### config.mk
export PLATFORM = sky130hd
export DESIGN_NAME = pic_priority_isr
export DESIGN_NICKNAME = d
export VERILOG_FILES = /design/src/rtl/pic_pkg.sv /design/src/rtl/pic_rot_prio_enc.sv /design/src/rtl/pic_priority_isr.sv
export SDC_FILE = /design/constraint.sdc
export NUM_CORES = 1
export LEC_CHECK = 0
export CAP_MARGIN = 20
export CORE_UTILIZATION = 30
export DETAILED_ROUTE_END_ITERATION = 10
export PLACE_DENSITY_LB_ADDON = 0.05
export SYNTH_ARGS = -nofsm -noshare
export SYNTH_HDL_FRONTEND = slang
export SYNTH_SLANG_ARGS = --single-unit
### constraint.sdc
create_clock -name clk -period 6.6 [get_ports clk]
set_clock_uncertainty 0.15 [all_clocks]
set_input_delay 1.32 -clock clk [delete_from_list [all_inputs] [get_ports clk]]
set_output_delay 1.32 -clock clk [all_outputs]
set_load 0.01 [all_outputs]
### src/rtl/pic_pkg.sv
// pic_pkg: shared types, sizes and rotated-priority helper for the PIC priority/ISR stage
package pic_pkg;
  localparam int NUM_IR = 8;
  localparam int LVL_W = 3;
  typedef enum logic [1:0] {IDLE, ACK1, ACK2} state_t;
  function automatic logic [LVL_W-1:0] prio_rank(input logic [LVL_W-1:0] lvl, input logic [LVL_W-1:0] lowest);
    return lvl - lowest - 3'd1;
  endfunction
endpackage

### src/rtl/pic_rot_prio_enc.sv
// pic_rot_prio_enc: picks the highest-priority set bit, priority starting just above i_lowest
module pic_rot_prio_enc
  import pic_pkg::*;
(
  input  logic [NUM_IR-1:0] i_vec,
  input  logic [LVL_W-1:0]  i_lowest,
  output logic              o_valid,
  output logic [LVL_W-1:0]  o_lvl
);
  logic [LVL_W-1:0] w_idx;
  always_comb begin
    o_lvl = '0;
    w_idx = '0;
    for (int i = NUM_IR - 1; i >= 0; i--) begin
      w_idx = i_lowest + LVL_W'(i) + 3'd1;
      if (i_vec[w_idx]) o_lvl = w_idx;
    end
  end
  assign o_valid = |i_vec;
endmodule

### src/rtl/pic_priority_isr.sv
// pic_priority_isr: priority resolver, INTA sequencer and in-service register of an 8-line PIC
// Defining PIC_AUTO_EOI_EN adds the aeoi input (ISR bit cleared at the end of the 2nd INTA).
module pic_priority_isr
  import pic_pkg::*;
(
  input  logic       clk,
  input  logic       rst,
  input  logic [7:0] irr_in,
  input  logic [7:0] imr_in,
  input  logic       inta_n,
  input  logic       eoi_ns,
  input  logic       eoi_sp,
  input  logic [2:0] eoi_level,
  input  logic       rotate_en,
  input  logic [4:0] vector_base,
`ifdef PIC_AUTO_EOI_EN
  input  logic       aeoi,
`endif
  output logic       int_out,
  output logic [7:0] clear_irr,
  output logic [7:0] isr_out,
  output logic [7:0] data_out,
  output logic       data_oe
);
  state_t     r_state;
  logic [2:0] r_lowest, r_lvl;
  logic       r_inta_prev, r_int, r_oe;
  logic [7:0] r_isr, r_clr, r_dout;
  logic       w_cv, w_iv, w_ok, w_fall, w_rise, w_eoi, w_auto;
  logic [2:0] w_cl, w_il, w_eoi_lvl;
  logic [7:0] w_req, w_set, w_clr_mask;

  assign w_req = irr_in & ~imr_in;

  pic_rot_prio_enc u_req_enc (.i_vec(w_req), .i_lowest(r_lowest), .o_valid(w_cv), .o_lvl(w_cl));
  pic_rot_prio_enc u_isr_enc (.i_vec(r_isr), .i_lowest(r_lowest), .o_valid(w_iv), .o_lvl(w_il));

  // fully nested: a request must strictly outrank everything already in service
  assign w_ok = w_cv && (!w_iv || prio_rank(w_cl, r_lowest) < prio_rank(w_il, r_lowest));
  assign w_fall = r_inta_prev & ~inta_n;
  assign w_rise = ~r_inta_prev & inta_n;
  assign w_eoi = eoi_sp | (eoi_ns & w_iv);
  assign w_eoi_lvl = eoi_sp ? eoi_level : w_il;

`ifdef PIC_AUTO_EOI_EN
  logic r_spur;
  always_ff @(posedge clk)
    if (rst) r_spur <= 1'b0;
    else if (r_state == IDLE && w_fall) r_spur <= !w_ok;
  assign w_auto = aeoi && r_state == ACK2 && w_rise && !r_spur;
`else
  assign w_auto = 1'b0;
`endif

  assign w_set = (r_state == IDLE && w_fall && w_ok) ? 8'd1 << w_cl : 8'd0;
  assign w_clr_mask = (w_eoi ? 8'd1 << w_eoi_lvl : 8'd0) | (w_auto ? 8'd1 << r_lvl : 8'd0);

  always_ff @(posedge clk) begin
    if (rst) begin
      r_state     <= IDLE;
      r_lowest    <= 3'd7;
      r_lvl       <= 3'd7;
      r_inta_prev <= 1'b0;
      r_int       <= 1'b0;
      r_clr       <= '0;
      r_isr       <= '0;
      r_dout      <= '0;
      r_oe        <= 1'b0;
    end else begin
      r_inta_prev <= inta_n;
      r_int       <= w_ok && r_state == IDLE && !w_fall;
      r_clr       <= w_set;
      r_isr       <= (r_isr | w_set) & ~w_clr_mask;
      if (rotate_en && (w_eoi || w_auto)) r_lowest <= w_eoi ? w_eoi_lvl : r_lvl;
      if (r_state == IDLE && w_fall) begin
        r_state <= ACK1;
        r_lvl   <= w_ok ? w_cl : 3'd7;
      end else if (r_state == ACK1 && w_fall) begin
        r_state <= ACK2;
        r_dout  <= {vector_base, r_lvl};
        r_oe    <= 1'b1;
      end else if (r_state == ACK2 && w_rise) begin
        r_state <= IDLE;
        r_oe    <= 1'b0;
      end
    end
  end

  assign int_out   = r_int;
  assign clear_irr = r_clr;
  assign isr_out   = r_isr;
  assign data_out  = r_dout;
  assign data_oe   = r_oe;
endmodule

# Yosys cells after proc, flatten, opt, wreduce, memory -nomap -nowiden
# Cells that the tools add are included.
# Widths: inputs -> output; s select.
# classes
bitwise_logic	12
addsub	18
eq_ne	2
n_reduce_logical	19
shifts	2
n_lt_le_gt_ge	9
mux	58
# op_table
operator	n
$mux 3	19
$bmux 1 s3	16
$lt 3x4->1 const B	8
$add 3x1->3 const B	8
$mux 1	19
$and 8x8->8	2
$mux 8	2
$not 8->8	2
$reduce_or 8->1	2
$shl 1x3->8 const A	2
$add 3x3->3 const B	4
$logic_and 1x1->1	8
$or 8x8->8	1
$add 3x2->3 const B	2
$sub 3x1->3 const B	2
$sub 3x3->3	2
$mux 2	2
$reduce_and 2->1	2
$and 1x1->1	3
$lt 3x3->1	1
$not 1->1	3
$reduce_bool 3->1	1
$eq 2x1->1 const B	1
$eq 2x2->1 const B	1
other kinds (6)	7
# word_totals
reg_bits	35
out_inout_bits	26

# Depth between registers and ports, before layout
# Gate-level depths: netlist of the first run.
# logic_depth
word_depth	21
depth_mapped	26
mapped_depth_nobuf	19

# Modules after synthesis
# From an unflattened synthesis of the first run, not the netlist that was laid out.
# hier_totals
cells_unflattened	412
hier_area_um2	3717.3
# by_module_without_submodules
mod	instances	area_each_um2	cells_per_inst
pic_rot_prio_enc	2	979.7	111
pic_priority_isr	1	1757.9	190

# Worst setup path before layout of the first run
# Ideal clock, no wire load.
# synth_path
kind	reg2reg
start	register r_lowest[0]
end	register r_isr[1] (netlist: isr_out[1])
setup_ns	0.091
required_time_ns	6.359
path_stages_with_launch	24
t_arrival_ns	5.583
path_slack_ns	0.776
path_cell_list	dfxtp_1 buf_6 buf_6 buf_4 inv_2 buf_2 ha_1 buf_2 or4bb_1 a41o_1 and2_1 nor2b_1 a21oi_2 o311ai_4 nor2_1 ha_1 fa_1 ha_1 a21o_1 a21o_1 a211oi_1 nor3b_2 a41oi_1 a311oi_1
# synth_between
elab_chain_len	21
# synth_lines
item	line_no	text
from (decl)	pic_priority_isr.sv:26	logic [2:0] r_lowest, r_lvl;
from (signal assigned)	pic_priority_isr.sv:74	if (rotate_en && (w_eoi || w_auto)) r_lowest <= w_eoi ? w_eoi_lvl : r_lvl;
$add 3x3->3	pic_rot_prio_enc.sv:15	w_idx = i_lowest + LVL_W'(i) + 3'd1;
$add 3x1->3	pic_rot_prio_enc.sv:15	
$bmux 1 s3	pic_rot_prio_enc.sv:16	if (i_vec[w_idx]) o_lvl = w_idx;
$mux 1 (implied by the code)	pic_rot_prio_enc.sv:16	
$mux 3 (8 in series)	pic_rot_prio_enc.sv:16	
$sub 3x3->3	pic_pkg.sv:7	return lvl - lowest - 3'd1;
$sub 3x1->3	pic_pkg.sv:7	
$lt 3x3->1	pic_priority_isr.sv:39	assign w_ok = w_cv && (!w_iv || prio_rank(w_cl, r_lowest) < prio_rank(w_il, r_lowest));
$logic_or 1x1->1	pic_priority_isr.sv:39	
$logic_and 1x1->1	pic_priority_isr.sv:39	
$logic_and 1x1->1	pic_priority_isr.sv:55	assign w_set = (r_state == IDLE && w_fall && w_ok) ? 8'd1 << w_cl : 8'd0;
$mux 8	pic_priority_isr.sv:55	
$or 8x8->8	pic_priority_isr.sv:73	r_isr <= (r_isr | w_set) & ~w_clr_mask;
$and 8x8->8 (*)	pic_priority_isr.sv:73	
to (signal assigned)	pic_priority_isr.sv:73	
to (decl)	pic_priority_isr.sv:28	logic [7:0] r_isr, r_clr, r_dout;
# Mark *: on every way between the ends. The rest lies on a longest branch, timed or not. The select of a mux whose other input is x is not followed.
# A chain may end at the register's enable or synchronous reset.

# Worst setup path in the final report of the first run
# layout_path
start	input port imr_in[5]
end	register r_isr[1] (netlist: isr_out[1])
# layout_between
elab_chain_len	21
# layout_lines
item	line_no	text
from (decl)	pic_priority_isr.sv:9	input logic [7:0] imr_in,
$not 8->8 (*)	pic_priority_isr.sv:33	assign w_req = irr_in & ~imr_in;
$and 8x8->8 (*)	pic_priority_isr.sv:33	
$bmux 1 s3	pic_rot_prio_enc.sv:16	
$mux 1 (implied by the code)	pic_rot_prio_enc.sv:16	
$mux 3 (8 in series)	pic_rot_prio_enc.sv:16	
$sub 3x3->3	pic_pkg.sv:7	
$sub 3x1->3	pic_pkg.sv:7	
$lt 3x3->1	pic_priority_isr.sv:39	
$logic_or 1x1->1	pic_priority_isr.sv:39	
$logic_and 1x1->1	pic_priority_isr.sv:39	
$logic_and 1x1->1	pic_priority_isr.sv:55	
$mux 8 (*)	pic_priority_isr.sv:55	
$or 8x8->8 (*)	pic_priority_isr.sv:73	
$and 8x8->8 (*)	pic_priority_isr.sv:73	
# Marked as above.

==> impl_metrics.ini, run 1 <==
[run_status]
status = finished clean

[timing]
relSlewSlack_pct = 34.41
hold_viol_final = 0
maxSlewViolCount = 0
layout_worst_path_cycle_share_pct = 92.89
fmax_ghz = 0.1631
rsz0062_at_grt = false
setup-tns-final_ns = 0
setup_viol = 0
min_period_ns = 6.131
tightest_slew_ns = 0.9803
post-route-worst-setup-slack_ns = 0.4691

[critical_path]
worstSetupEndpointType = flip-flop
setup.worst_path.start_class = input pin
crit_type = input pin to flip-flop
path_max_fanout = 7
critical_path_required_ns = 6.62
arrival_ns = 6.15
regToRegSetupSlack_ns = 0.80

[logic_synthesis]
syn_inst = 411
synth_area_mm2 = 0.003760
seq_area_frac_synth_pct = 18.64
async_flop_share_pct = 0
synth_edf_count = 0
avgSynthCellArea_um2 = 9.148
synth-main-ff-cell = dfxtp_1
yosys_register_bits = 35
synth_top_area_share_pct = 18.64
synth_largest_area_cell = dfxtp_1
synth.most_common_cell = dfxtp_1
ys_types = 78
syn-num-nets = 450
ys_top_cells_by_count = dfxtp_1 (35), nand2_1 (32), mux4_2 (28), nor2_1 (27), a21oi_1 (24)
ys_warn_count = 0
yosys-top-cells-area = dfxtp_1 (19%), mux4_2 (17%), mux2i_1 (5.9%)

[placement]
place_ws_ns = 0.2355
place.gp.congestion = 0.8838
numPortBuffers = 55
dp_hpwl_um = 8575

[cts]
clock_latency_ns = 0.28
clockBufferDepth = 2
post_cts_resize_count = 0
htree_levels = 2
cts_setup_buffers = 0
cts_num_sinks = 35
clockRootBuffer = clkbuf_16
clk_pin_slew_worst_paths_ns = 0.06
postCtsHoldBufs = 0
cts_tree = done
cts_inserted_buffers = 5

[grt]
first_global_vias = 3519
antenna_found_initial = 0
overflow = 0
grt.total_usage_pct = 18.69
grt_max_degree = 28
grt_first_pass_wirelength_um = 19260

[power]
vdd_drop_max_v = 0.0001099
internal-power_w = 0.0006161
p_total_w = 0.0009952
p_sw_w = 0.0003791
seqPwrFrac_pct = 23.7
p_clk_share_pct = 26.8
powerDensity_mw_per_mm2 = 213.9
comb_power_share_pct = 49.5
p_leak_nw = 1.735
swShare_pct = 38.10

[detailed_routing]
ant_nets = 0
drtPass1Iterations = 4
via_count = 3512
remaining_drc_errors = 0
drt_iter0_drc = 176
drt_wl_total_um = 11590
wl_per_cell_um = 18.46
vias_per_cell = 5.592

[min_path]
hold_class = flip-flop to flip-flop

[floorplanning]
dieHeight_um = 114.0
rows = 40
die_w_um = 114.0
initial_core_util_pct = 31.04
boundaryPins = 56
die_area_mm2 = 0.01298
core-area_mm2 = 0.01211

[flow_run]
max-cap-violations = 0

[final_layout]
antenna_cells = 0
area_growth_pct = 23.73
final_nets = 498
drive_gt1_share_pct = 16.52
final_util_pct = 38.41
==> per-layer routing <==
metal | up-vias | part of all wire, % | GRT usage [%]
met5 | - | 0 | 0
met4 | 0 | 0.66 | 3.117
met3 | 11 | 4.0 | 3.401
met2 | 72 | 47 | 29.90
met1 | 1731 | 49 | 26.54
li1 | 1698 | - | -
==> power by group through the flow <==
stage	sequential [W]	clock [W]	combinational [W]
after global placement	0.000240	0	0.000496
after global routing	0.000237	0.000284	0.000546
final	0.000236	0.000267	0.000493
after detailed placement	0.000240	0	0.000491
after CTS	0.000236	0.000274	0.000493
after floorplan	0.000234	0	0.000350
==> cell families after synthesis <==
logic type	Yosys count	synth area share, %
and+or+nand+nor	146	22.33
AOI/OAI and AO/OA	108	21.46
muxes	59	25.72
buffers and inverters	45	5.790
DFF	35	18.64
xor gates and xnor gates	9	2.662
adders and majority gates	9	3.394
==> registers in the layout (all words and copies together), names as in the netlist <==
| name | cells |
|---|---|
| clear_irr | 8 |
| isr_out | 8 |
| data_out | 8 |
| int_out | 1 |
| r_lowest | 3 |
| r_state | 2 |
| data_oe | 1 |
| r_lvl | 3 |
| r_inta_prev | 1 |
==> stage by stage <==
stage	instances	hold WS, ns	area (um2)
floorplan	411	0.2837	3760
global placement	620	0.3240	4483
detailed placement	620	0.3323	4483
CTS	628	0.3448	4652
global route	628	0.3808	4652
finish	628	0.3408	4652
==> final timing paths <==
path,from,to,depth (start not counted)
worst max-delay path,imr_in[5],isr_out[1],18
worst min-delay path,r_lvl[1],r_lvl[1],2
worst max register to register,r_lowest[0],isr_out[1],18
worst min register to register,r_lvl[1],r_lvl[1],2
==> area by class of cell <==
cell class              instances  area [um2]
well taps                     168       210.2
repair buffers                 71       670.6
multi-input cells             331        2841
flip-flops and latches         35       701.9
fillers                      1246        7460
clock buffers                   5       125.1
clock inverters                 3       43.79
inverters                      15       58.81
==> layout by cell type, fill, tap and decap left out, drive strengths merged, types with 3 or more instances in the layout <==
cell type       n
a211oi          9
a21o            7
a21oi          26
a41oi           4
and2            6
and3            4
buf            16
clkbuf          5
clkdlybuf4s50  55
dfxtp          35
ha              7
inv            15
mux2            8
mux2i          22
mux4           29
nand2          32
nand2b         18
nand3           5
nor2           27
nor2b          11
nor3            8
nor3b           3
nor4            5
nor4b           3
nor4bb          3
o211ai          6
o21ai          18
o221a           5
o31ai           5
or4bb           4
xnor2           6
==> worst max-delay path, stage by stage <==
cell,delay (ns)
clkdlybuf4s50_1,0.48
and4b_1,0.20
or4_4,0.55
a21oi_4,0.20
inv_2,0.05
o31ai_1,0.27
and2_1,0.34
nor2_1,0.11
ha_1,0.21
fa_1,0.38
xnor2_1,0.19
xnor2_1,0.15
ha_1,0.25
a21o_1,0.17
a211oi_1,0.36
nor3b_2,0.48
a41oi_1,0.17
a311oi_1,0.27
Power figures use the tool's default switching activity.
==> run 2: changes to the inputs <==
Settings changed: RECOVER_POWER set to 100.
==> run 2 against run 1 <==
  * Cell count is the same
  * Critical path depth is the same
  * Worst hold slack lost 0.0032 ns
  * Clock power is essentially flat
  * Largest power group unchanged
  * Count of clock-buffer cells in the layout is the same
  * First-iteration DRC count grew 25%
==> impl_metrics.ini, run 2 (synthesized netlist as in run 1, its figures left out) <==
[floorplanning]
dieHeight_um = 114.0
boundaryPins = 56
rows = 40
core-area_mm2 = 0.01211
die_area_mm2 = 0.01298
initial_core_util_pct = 31.04
die_w_um = 114.0

[min_path]
hold_class = flip-flop to flip-flop

[placement]
numPortBuffers = 55
dp_hpwl_um = 8575
place.gp.congestion = 0.8838
place_ws_ns = 0.2355

[flow_run]
max-cap-violations = 0

[cts]
htree_levels = 2
clockBufferDepth = 2
clock_latency_ns = 0.28
clockRootBuffer = clkbuf_16
cts_num_sinks = 35
cts_setup_buffers = 0
post_cts_resize_count = 0
clk_pin_slew_worst_paths_ns = 0.06
cts_tree = done
cts_inserted_buffers = 5
postCtsHoldBufs = 0

[final_layout]
final_common_cell = dfxtp_1
nFillCells = 1248
final_nets = 498
drive_gt1_share_pct = 15.87
antenna_cells = 0
layout_common_cells = dfxtp_1 (34), nand2_1 (32), mux4_2 (28), dlygate4sd3_1 (28)
area_growth_pct = 23.49

[timing]
maxSlewViolCount = 0
min_period_ns = 6.089
fmax_ghz = 0.1642
setup_viol = 0
setup-tns-final_ns = 0
layout_worst_path_cycle_share_pct = 92.25
relSlewSlack_pct = 35.66
post-route-worst-setup-slack_ns = 0.5112
rsz0062_at_grt = false
hold_viol_final = 0
tightest_slew_ns = 0.9616

[detailed_routing]
via_count = 3523
drt_iter0_drc = 220
vias_per_cell = 5.610
ant_nets = 0
wl_per_cell_um = 18.46
drtPass1Iterations = 4
drt_wl_total_um = 11590
remaining_drc_errors = 0

[grt]
grt_first_pass_wirelength_um = 19260
grt.total_usage_pct = 18.69
grt_max_degree = 28
overflow = 0
first_global_vias = 3519
antenna_found_initial = 0

[critical_path]
arrival_ns = 6.12
setup.worst_path.start_class = input pin
path_max_fanout = 7
worstSetupEndpointType = flip-flop
crit_type = input pin to flip-flop
critical_path_required_ns = 6.63

[run_status]
status = finished clean

[power]
vdd_drop_max_v = 0.0001101
powerDensity_mw_per_mm2 = 213.2
p_leak_nw = 1.818
run 2: changes by cell type in the layout (fill, tap and decap cells not counted), sizes merged:
| cell | delta |
|---|---|
| clkbuf | +2 |
| buf | -2 |
| dlygate4sd3 | +28 |
| clkdlybuf4s50 | -28 |
run 2: layout make-up:
cell class              instances  area (um2)  share of cell area [%]
repair buffers                 71       666.9                   14.36
clock inverters                 3       43.79                  0.9431
flip-flops and latches         35       701.9                   15.12
well taps                     168       210.2                   4.527
clock buffers                   5       125.1                   2.695
inverters                      15       58.81                   1.267
multi-input cells             331        2836                   61.09
run 2: critical path: stages:
cell	delay, ns
clkdlybuf4s50_1	0.48
and4b_1	0.20
or4_4	0.55
a21oi_4	0.20
inv_2	0.05
o31ai_1	0.27
and2_1	0.34
nor2_1	0.11
ha_1	0.21
fa_1	0.38
xnor2_1	0.19
xnor2_1	0.15
ha_1	0.25
a21o_1	0.17
a211oi_1	0.33
nor3b_2	0.48
a41oi_1	0.17
a311oi_1	0.27
run 2: worst paths after layout:
check / from / end / slack, ns / depth (start not counted)
worst max register to register: r_lowest[1] / isr_out[1] / 0.63 / 19
worst min register to register: data_out[0] / data_out[0] / 0.34 / 2
worst min-delay path: data_out[0] / data_out[0] / 0.34 / 2
worst max-delay path: imr_in[5] / isr_out[1] / 0.51 / 18
run 2: through the flow:
stage                     utilization [%]  instances  power [W]  hold WS, ns  cell area (um2)
after floorplan                         -        411  0.0005842       0.2837             3760
after global placement              37.01        620  0.0007365       0.3240             4483
after detailed placement            37.01        620  0.0007310       0.3323             4483
after CTS                           38.41        628   0.001003       0.3448             4652
after global routing                38.34        628   0.001063       0.3746             4643
final                               38.34        628  0.0009900       0.3375             4643
run 2: layer usage:
layer  global-route usage, %  wire length [um]
met5                       0                 0
met4                   3.117                57
met3                   3.401               588
met2                   29.90              5412
met1                   26.54              5535
run 2: where the power goes:
| part | switching [W] | internal [W] |
|---|---|---|
| clock network | 0.0000889 | 0.000178 |
| logic | 0.000275 | 0.000214 |
| registers | 0.0000141 | 0.000221 |
